File: src/rtl/alu_exec_stage.sv
// Execute stage: decodes alu_op/funct3/funct7, runs the op and registers the result with
// valid/ready on both sides. Define ALU_MUL_EN to add the iterative shift-add multiplier.
module alu_exec_stage #(
  parameter int unsigned WIDTH        = 32,
  parameter int unsigned SERIAL_SHIFT = 1
) (
  input  logic             clk,
  input  logic             rst_n,
  input  logic             in_valid,
  output logic             in_ready,
  input  logic [1:0]       alu_op,
  input  logic [2:0]       funct3,
  input  logic [6:0]       funct7,
  input  logic [WIDTH-1:0] operand_a,
  input  logic [WIDTH-1:0] operand_b,
  output logic             out_valid,
  input  logic             out_ready,
  output logic [WIDTH-1:0] result,
  output logic             zero,
  output logic             illegal
);

  localparam int unsigned SHW = $clog2(WIDTH);
  localparam int unsigned CW  = SHW + 1;

  typedef enum logic [3:0] {
    OpAdd, OpSub, OpXor, OpOr, OpAnd, OpNot, OpSll, OpSrl, OpSlt, OpMul, OpIll
  } op_e;

  typedef enum logic [1:0] {
    StIdle, StShift, StHold
`ifdef ALU_MUL_EN
    , StMul
`endif
  } state_e;

  state_e           state_q, state_d;
  logic [CW-1:0]    cnt_q, cnt_d;
  // Holds the shifting operand in StShift and the partial product in StMul.
  logic [WIDTH-1:0] work_q, work_d;
  logic             shl_q, shl_d;
`ifdef ALU_MUL_EN
  logic [WIDTH-1:0] mcand_q, mcand_d;
  logic [WIDTH-1:0] mplier_q, mplier_d;
`endif
  logic             out_valid_q, out_valid_d;
  logic [WIDTH-1:0] result_q, result_d;
  logic             zero_q, zero_d;
  logic             illegal_q, illegal_d;

  op_e              f3_op, dec_op;
  logic [SHW-1:0]   shamt;
  logic [WIDTH-1:0] alu_res;
  logic [WIDTH-1:0] shift_nxt;
  logic             accept;
  logic             serial_shift;

  assign shamt     = operand_b[SHW-1:0];
  assign in_ready  = (state_q == StIdle) || ((state_q == StHold) && out_ready);
  assign accept    = in_valid && in_ready;
  assign out_valid = out_valid_q;
  assign result    = result_q;
  assign zero      = zero_q;
  assign illegal   = illegal_q;

  always_comb begin
    f3_op = OpAdd;
    unique case (funct3)
      3'b000: f3_op = OpAdd;
      3'b001: f3_op = OpSll;
      3'b010: f3_op = OpSlt;
      3'b011: f3_op = OpNot;
      3'b100: f3_op = OpXor;
      3'b101: f3_op = OpSrl;
      3'b110: f3_op = OpOr;
      3'b111: f3_op = OpAnd;
      default: f3_op = OpAdd;
    endcase
  end

  always_comb begin
    dec_op = OpIll;
    unique case (alu_op)
      2'b00: begin
        if (funct7 == 7'b0000000) begin
          dec_op = f3_op;
        end else if ((funct7 == 7'b0100000) && (funct3 == 3'b000)) begin
          dec_op = OpSub;
`ifdef ALU_MUL_EN
        end else if ((funct7 == 7'b0000001) && (funct3 == 3'b000)) begin
          dec_op = OpMul;
`endif
        end
      end
      2'b01:   dec_op = f3_op;
      2'b10:   dec_op = OpAdd;
      default: dec_op = OpSub;
    endcase
  end

  // With SERIAL_SHIFT set, the single-cycle path only ever sees shamt == 0.
  always_comb begin
    alu_res = '0;
    case (dec_op)
      OpAdd:   alu_res = operand_a + operand_b;
      OpSub:   alu_res = operand_a - operand_b;
      OpXor:   alu_res = operand_a ^ operand_b;
      OpOr:    alu_res = operand_a | operand_b;
      OpAnd:   alu_res = operand_a & operand_b;
      OpNot:   alu_res = ~operand_a;
      OpSll:   alu_res = (SERIAL_SHIFT != 0) ? operand_a : (operand_a << shamt);
      OpSrl:   alu_res = (SERIAL_SHIFT != 0) ? operand_a : (operand_a >> shamt);
      OpSlt:   alu_res = {{(WIDTH-1){1'b0}}, ($signed(operand_a) < $signed(operand_b))};
      default: alu_res = '0;
    endcase
  end

  assign serial_shift = (SERIAL_SHIFT != 0) && ((dec_op == OpSll) || (dec_op == OpSrl)) &&
                        (shamt != '0);
  assign shift_nxt    = shl_q ? {work_q[WIDTH-2:0], 1'b0} : {1'b0, work_q[WIDTH-1:1]};

  always_comb begin
    state_d     = state_q;
    cnt_d       = cnt_q;
    work_d      = work_q;
    shl_d       = shl_q;
`ifdef ALU_MUL_EN
    mcand_d     = mcand_q;
    mplier_d    = mplier_q;
`endif
    out_valid_d = out_valid_q;
    result_d    = result_q;
    zero_d      = zero_q;
    illegal_d   = illegal_q;

    case (state_q)
      StIdle: ;
      StShift: begin
        work_d = shift_nxt;
        cnt_d  = cnt_q - CW'(1);
        if (cnt_q == CW'(1)) begin
          state_d     = StHold;
          out_valid_d = 1'b1;
          result_d    = shift_nxt;
          zero_d      = (shift_nxt == '0);
          illegal_d   = 1'b0;
        end
      end
`ifdef ALU_MUL_EN
      StMul: begin
        mcand_d  = {mcand_q[WIDTH-2:0], 1'b0};
        mplier_d = {1'b0, mplier_q[WIDTH-1:1]};
        work_d   = work_q + (mplier_q[0] ? mcand_q : '0);
        cnt_d    = cnt_q - CW'(1);
        if (cnt_q == CW'(1)) begin
          state_d     = StHold;
          out_valid_d = 1'b1;
          result_d    = work_d;
          zero_d      = (work_d == '0);
          illegal_d   = 1'b0;
        end
      end
`endif
      StHold: begin
        if (out_ready) begin
          state_d     = StIdle;
          out_valid_d = 1'b0;
        end
      end
      default: state_d = StIdle;
    endcase

    // Accept overrides the HOLD drain so back-to-back transfers lose no cycle.
    if (accept) begin
      if (dec_op == OpIll) begin
        state_d     = StHold;
        out_valid_d = 1'b1;
        result_d    = '0;
        zero_d      = 1'b0;
        illegal_d   = 1'b1;
      end else if (serial_shift) begin
        state_d     = StShift;
        out_valid_d = 1'b0;
        cnt_d       = CW'(shamt);
        work_d      = operand_a;
        shl_d       = (dec_op == OpSll);
`ifdef ALU_MUL_EN
      end else if (dec_op == OpMul) begin
        state_d     = StMul;
        out_valid_d = 1'b0;
        cnt_d       = CW'(WIDTH);
        work_d      = '0;
        mcand_d     = operand_a;
        mplier_d    = operand_b;
`endif
      end else begin
        state_d     = StHold;
        out_valid_d = 1'b1;
        result_d    = alu_res;
        zero_d      = (alu_res == '0);
        illegal_d   = 1'b0;
      end
    end
  end

  always_ff @(posedge clk or negedge rst_n) begin
    if (!rst_n) begin
      state_q     <= StIdle;
      cnt_q       <= '0;
      work_q      <= '0;
      shl_q       <= 1'b0;
`ifdef ALU_MUL_EN
      mcand_q     <= '0;
      mplier_q    <= '0;
`endif
      out_valid_q <= 1'b0;
      result_q    <= '0;
      zero_q      <= 1'b0;
      illegal_q   <= 1'b0;
    end else begin
      state_q     <= state_d;
      cnt_q       <= cnt_d;
      work_q      <= work_d;
      shl_q       <= shl_d;
`ifdef ALU_MUL_EN
      mcand_q     <= mcand_d;
      mplier_q    <= mplier_d;
`endif
      out_valid_q <= out_valid_d;
      result_q    <= result_d;
      zero_q      <= zero_d;
      illegal_q   <= illegal_d;
    end
  end

endmodule

File: config.mk
export PLATFORM = sky130hd
export DESIGN_NAME = alu_exec_stage
export DESIGN_NICKNAME = d
export VERILOG_FILES = /design/src/rtl/alu_exec_stage.sv
export SDC_FILE = /design/constraint.sdc
export NUM_CORES = 1
export LEC_CHECK = 0
export ABC_AREA = 1
export CORE_MARGIN = 2
export CORE_UTILIZATION = 25
export CTS_CLUSTER_DIAMETER = 120
export CTS_CLUSTER_SIZE = 20
export DETAILED_ROUTE_END_ITERATION = 8
export MAX_ROUTING_LAYER = met4
export SYNTH_ARGS = -nofsm -noshare
export SYNTH_HDL_FRONTEND = slang
export SYNTH_SLANG_ARGS = --single-unit
File: constraint.sdc
create_clock -name clk -period 2.8 [get_ports clk]
set_input_delay 0.42 -clock clk [delete_from_list [all_inputs] [get_ports clk]]
set_output_delay 0.42 -clock clk [all_outputs]
set_load 0.005 [all_outputs]
# Word-level counts from Yosys, hierarchy flattened
# Memory sizes are Yosys's and may differ from the RTL's.
# Cells that the tools add are included.
[totals]
word_cells = 95
out_inout_bits = 36
n_memories = 1
register_bits = 76
mem_bits_ro = 32
inputBits = 80
[memory_table]
columns = ["name", "words", "width", "rd", "rd_clocked_by_memory_dff", "write_ports", "line", "source"]
rows = [
  ["(no name shown)", 8, 4, 1, 0, 0, "68", "unique case (funct3)"],
]
[classes]
eq_ne = 18
order_cmp = 1
mux = 40
reduce_logical = 19
bitwise_logic = 5
addsub = 3
[ops]
columns = ["op", "count"]
rows = [
  ["$mux 32", 10],
  ["$pmux 32 s8", 1],
  ["$logic_not 32->1", 2],
  ["$add 32x32->32", 1],
  ["$and 32x32->32", 1],
  ["$lt 32x32->1", 1],
  ["$not 32->32", 1],
  ["$or 32x32->32", 1],
  ["$sub 32x32->32", 1],
  ["$xor 32x32->32", 1],
  ["$mux 6", 4],
  ["$eq 4x3->1 const B", 4],
  ["$mux 1", 15],
  ["$pmux 4 s3", 1],
  ["$mux 2", 5],
  ["$reduce_and 3->1", 3],
  ["$eq 4x2->1 const B", 2],
  ["$eq 4x4->1 const B", 2],
  ["$mux 4", 2],
  ["$eq 7x6->1 const B", 1],
  ["$logic_not 7->1", 1],
  ["$eq 6x1->1 const B", 1],
  ["$ne 3x3->1 const B", 2],
  ["$pmux 2 s3", 1],
  ["15 further kinds", 22],
]

# Longest topological paths before layout
[logic_depth]
word_depth = 12
depth_mapped = 24
depth_no_buf = 23

# Worst setup path after synthesis
# No wires, ideal clock.
[synth_path]
path_type = "in2reg"
startpoint = "input port operand_a[0]"
endpoint = "register zero_q, in the netlist zero"
cell_stages = 20
path_buffers = 0
setup_time_ps = 65
setup_slack_ps = 444
t_arrival_ps = 2291
t_required_ps = 2735
path_cell_list = "ha_1 -> inv_1 -> fa_1 -> nor2_1 -> nor2_1 -> o21ai_2 -> nand2_1 -> nand2_1 -> nand2_1 -> nand2_1 -> nand2_1 -> nand3_1 -> nand2_1 -> nor2_1 -> nand2_1 -> nor2_1 -> nand2_1 -> nor2_1 -> nand2_1 -> nand2_1"
[synth_via]
elab_chain_cells = 6
elab_cells_between_ends = 12
cone_classes = "2 x add/sub; 1 x order compare; 4 x mux; 4 x bitwise; 1 x reduce/logical"
[synth_rtl]
columns = ["item", "line", "source"]
rows = [
  ["start, declared", "14", "input logic [WIDTH-1:0] operand_a,"],
  ["$sub 32x32->32, or another cell as far along", "106", "OpSub: alu_res = operand_a - operand_b;"],
  ["$pmux 32 s8 *", "104", "case (dec_op)"],
  ["$logic_not 32->1 *", "200", "zero_d = (alu_res == '0);"],
  ["$mux 1 *", "181", "end else if (serial_shift) begin"],
  ["$mux 1 *", "175", "if (dec_op == OpIll) begin"],
  ["$mux 1 *", "174", "if (accept) begin"],
  ["via zero_d", "48", "logic zero_q, zero_d;"],
  ["end signal, assigned", "231", "zero_q <= zero_d;"],
  ["end, declared", "48", ""],
]
# The timed path passes the listed nets; every way through them passes the cells marked *.
# A chain may end at the register's enable or synchronous reset.

# Worst setup path in the final report
[layout_path]
startpoint = "input port operand_b[24]"
endpoint = "register zero_q, in the netlist zero"
[layout_via]
elab_chain_cells = 6
elab_cells_between_ends = 11
cone_classes = "2 x add/sub; 1 x order compare; 4 x mux; 3 x bitwise; 1 x reduce/logical"
[layout_rtl]
columns = ["item", "line", "source"]
rows = [
  ["start, declared", "15", "input logic [WIDTH-1:0] operand_b,"],
  ["$sub 32x32->32, or another cell as far along", "106", ""],
  ["$pmux 32 s8 *", "104", ""],
  ["$logic_not 32->1 *", "200", ""],
  ["$mux 1 *", "181", ""],
  ["$mux 1 *", "175", ""],
  ["$mux 1 *", "174", ""],
  ["via zero_d", "48", ""],
]
# Marks and branches as above.

==> flow_summary.ini <==
[floorplanning]
start_util_pct = 25.1
fp.dieArea_sq_um = 48200
die_w_microns = 220
rows = 79
die_h_microns = 220
core-area_sq_um = 46300
boundaryPins = 116

[detailed_routing]
drc = 0
wl_per_cell_microns = 18.3
drt_iter0_drc = 1392
wl_microns = 59000
via_per_inst = 4.76
first_pass_iters = 5
drtAntennaViolNets = 0
vias = 15400

[synthesis]
synth_fa_ha_area_share_pct = 13.0
muxShareOfSynthArea_pct = 0.431
synth.top_cells.by_area = nand2_1 22%, dfrtp_1 16%, ha_1 13%, inv_1 9.9%, nor2_1 8.4%
synth_area_leader_cell = nand2_1
ys_seq_area_share_pct = 16.4
netlist.area_leader.share_pct = 21.8
netlist_instances = 2052
netlist_area_sq_um = 11600
ys_warn_count = 0
yosys.area_share.simple_pct = 41.1
syn_nets = 2252
synth_compound_area_share_pct = 14.0
synthFlopType = dfrtp_1
synth_edf_count = 0
ys_async_sr_fraction_pct = 100
synthXorXnorAreaFrac_pct = 1.66
avgSynthCellArea_sq_um = 5.66
yosys_register_bits = 76
synth_top_family_by_area = simple AND/OR/NAND/NOR gates
ys_types = 43

[worst_setup_path]
worstRegToRegCells = 9
critical-path-max-stage-delay_ns = 0.50
path_cells = clkdlybuf4s50_1, inv_2, ha_4, inv_4, nand2_2, inv_1, nand2_2, nor3_4, nand3_1, nand3_1, nand2_1, nand3_2, nand2_1, nor2_4, nand2_2, nor2_2, nand2_1, nor2_1, nand2_1, nand2_1
critPathSlowestCell = clkdlybuf4s50_1
crit_required_ns = 3.09
cp-end-kind = flop
cpMostUsedCell = nand2_1
crit_path_max_fanout = 5
crit_type = in -> reg
cp.arrival_ns = 3.01
start_kind = input port

[timing]
finClkSkew_ns = 0.00775
tightest_slew_ns = 0.588
final.setup.worst_slack_ns = 0.0758
min_period_ns = 2.72
finalCritPeriodShare_pct = 97.3
hold_viol = 0
slew_headroom_pct = 60.8
setup-violations-final = 0
max_freq_ghz = 0.367
slew_viol_final = 0

[place]
port-buffer-count = 115
dpl.cell_count = 3180
hpwl_microns = 49800
place_ws_ns = -0.975
gp_congestion = 1.02

[final_layout]
final_common_cell = nand2_1
multiInputGateArea_sq_um = 9610
fill_cells = 4978
postLayoutCoreUtil_pct = 41.3
final_cell_mix = 573 x nand2_1, 480 x buf_4, 232 x inv_1, 175 x nor2_1, 118 x nand3_1
seq_area_sq_um = 1900
syn_to_final_growth_pct = 64.4
drive_gt1_share_pct = 35.9
num-nets-final = 2818
stdcell_count = 3231

[cts]
path_clk_slew_ns = 0.06
cts_sinks = 76
insertion_delay_ns = 0.35
clk_path_buf_depth = 2
cts_buffers = 9
htreeDepth = 3
tritoncts = yes
cts_hold_buf = 0
root_buffer = clkbuf_16

[pwr]
clkPwrFrac_pct = 16.7
sw_frac_of_total_pct = 42.8
share_seq_of_total_power_pct = 21.9
p_comb_share_pct = 61.4
vdd_ir_drop_max_mv = 0.468
fin_total_pwr_mw = 8.62
p_int_mw = 4.93
power_switching_mw = 3.69
power_leakage_nw = 10.3
pwr_density_cell_nw_per_um2 = 451

[global_route]
grt_pass1_wl_microns = 87400
track_usage_pct = 24.8
grt-ovfl-total = 0
grt_pass1_vias = 15000
grt_max_degree = 43
antenna_found_initial = 4

[job]
max-cap-violations = 0

[min_path]
hp-class = in -> async

[run_status]
outcome = finished clean
## worst max-delay path, delay by kind of cell
family | cells | cell delay [ns]
adders and majority gates | 1 | 0.28
buffers and inverters | 4 | 0.78
and+or+nand+nor | 15 | 1.53
## worst paths after layout
kind / start / to / slack [ns]
worst max register to register: shl_q / zero / 0.65
worst max-delay path: operand_b[24] / zero / 0.08
max in group asynchronous: rst_n / work_q[29] / 2.11
worst min-delay path: rst_n / result[12] / 0.08
worst min register to register: out_valid / out_valid / 0.51
min in group clk: operand_a[0] / work_q[0] / 0.48
## metal layers
metal	up-vias	track usage (%)	part of all wire [%]
li1	7577	-	-
met1	7224	33.2	45
met2	510	40.5	47
met3	69	1.61	6.0
met4	0	6.40	2.3
met5	-	-	0
## cell usage after synthesis (3+ instances only)
cell,n
a21o_1,14
a21oi_1,71
a22o_1,9
and2_1,5
buf_2,28
buf_6,8
clkbuf_1,23
clkbuf_2,4
dfrtp_1,76
ha_1,118
inv_1,308
inv_2,12
mux2i_1,5
nand2_1,676
nand2_2,7
nand2_4,7
nand3_1,144
nand4_1,14
nor2_1,259
nor2_2,5
nor2_4,5
nor3_1,19
nor4_1,7
o211ai_1,36
o21ai_0,130
o21ai_1,12
o21bai_1,6
o22ai_1,3
xnor2_1,3
xor2_1,19
## logic make-up (layout without fill, tap and decap cells)
group                      Yosys count  after routing
adders and majority gates          120            120
AOI/OAI and AO/OA                  286            286
muxes                                5              5
xor gates and xnor gates            22             22
other                                0              1
and+or+nand+nor                   1156           1156
buffers and inverters              387            958
DFF                                 76             76
## area by class of cell
class / instances / area share, %
timing repair buffer: 622 / 27.4
tap: 607 / 3.98
clock inverter: 7 / 0.727
inverter: 320 / 6.39
multi-input combinational: 1589 / 50.3
antenna: 1 / 0.0131
sequential: 76 / 9.96
clock buffer: 9 / 1.18
## registers in the layout, indices dropped and copies added, names as in the netlist
name / count
zero: 1
result: 32
cnt_q: 6
work_q: 32
illegal: 1
shl_q: 1
state_q: 2
out_valid: 1
## metrics by stage
step / hold WS, ns / setup TNS (ns) / instance area, sq um
floorplan: 0.124 / 0 / 11600
global placement: 0.468 / -24.09 / 17000
detailed placement: 0.467 / -24.94 / 17000
CTS: 0.103 / -0.111 / 18300
global route: 0.125 / -0.0269 / 19100
finish: 0.0799 / 0 / 19100
## what timing repair did
action / 4_1_cts / 5_1_grt
gates resized for setup: 267 / 281
pin swaps: 58 / 91
setup buffers: 20 / 14
endpoints found under the setup margin: 23 / 65
## power groups by stage
stage | Sequential (mW) | Clock (mW) | Combinational (mW)
2_1_floorplan | 1.82 | 0 | 2.32
3_3_place_gp | 1.89 | 0 | 4.71
3_5_place_dp | 1.90 | 0 | 4.73
4_1_cts | 1.88 | 1.45 | 5.02
5_1_grt | 1.94 | 1.49 | 5.78
6_report | 1.89 | 1.44 | 5.29
Power figures use the tool's default switching activity.
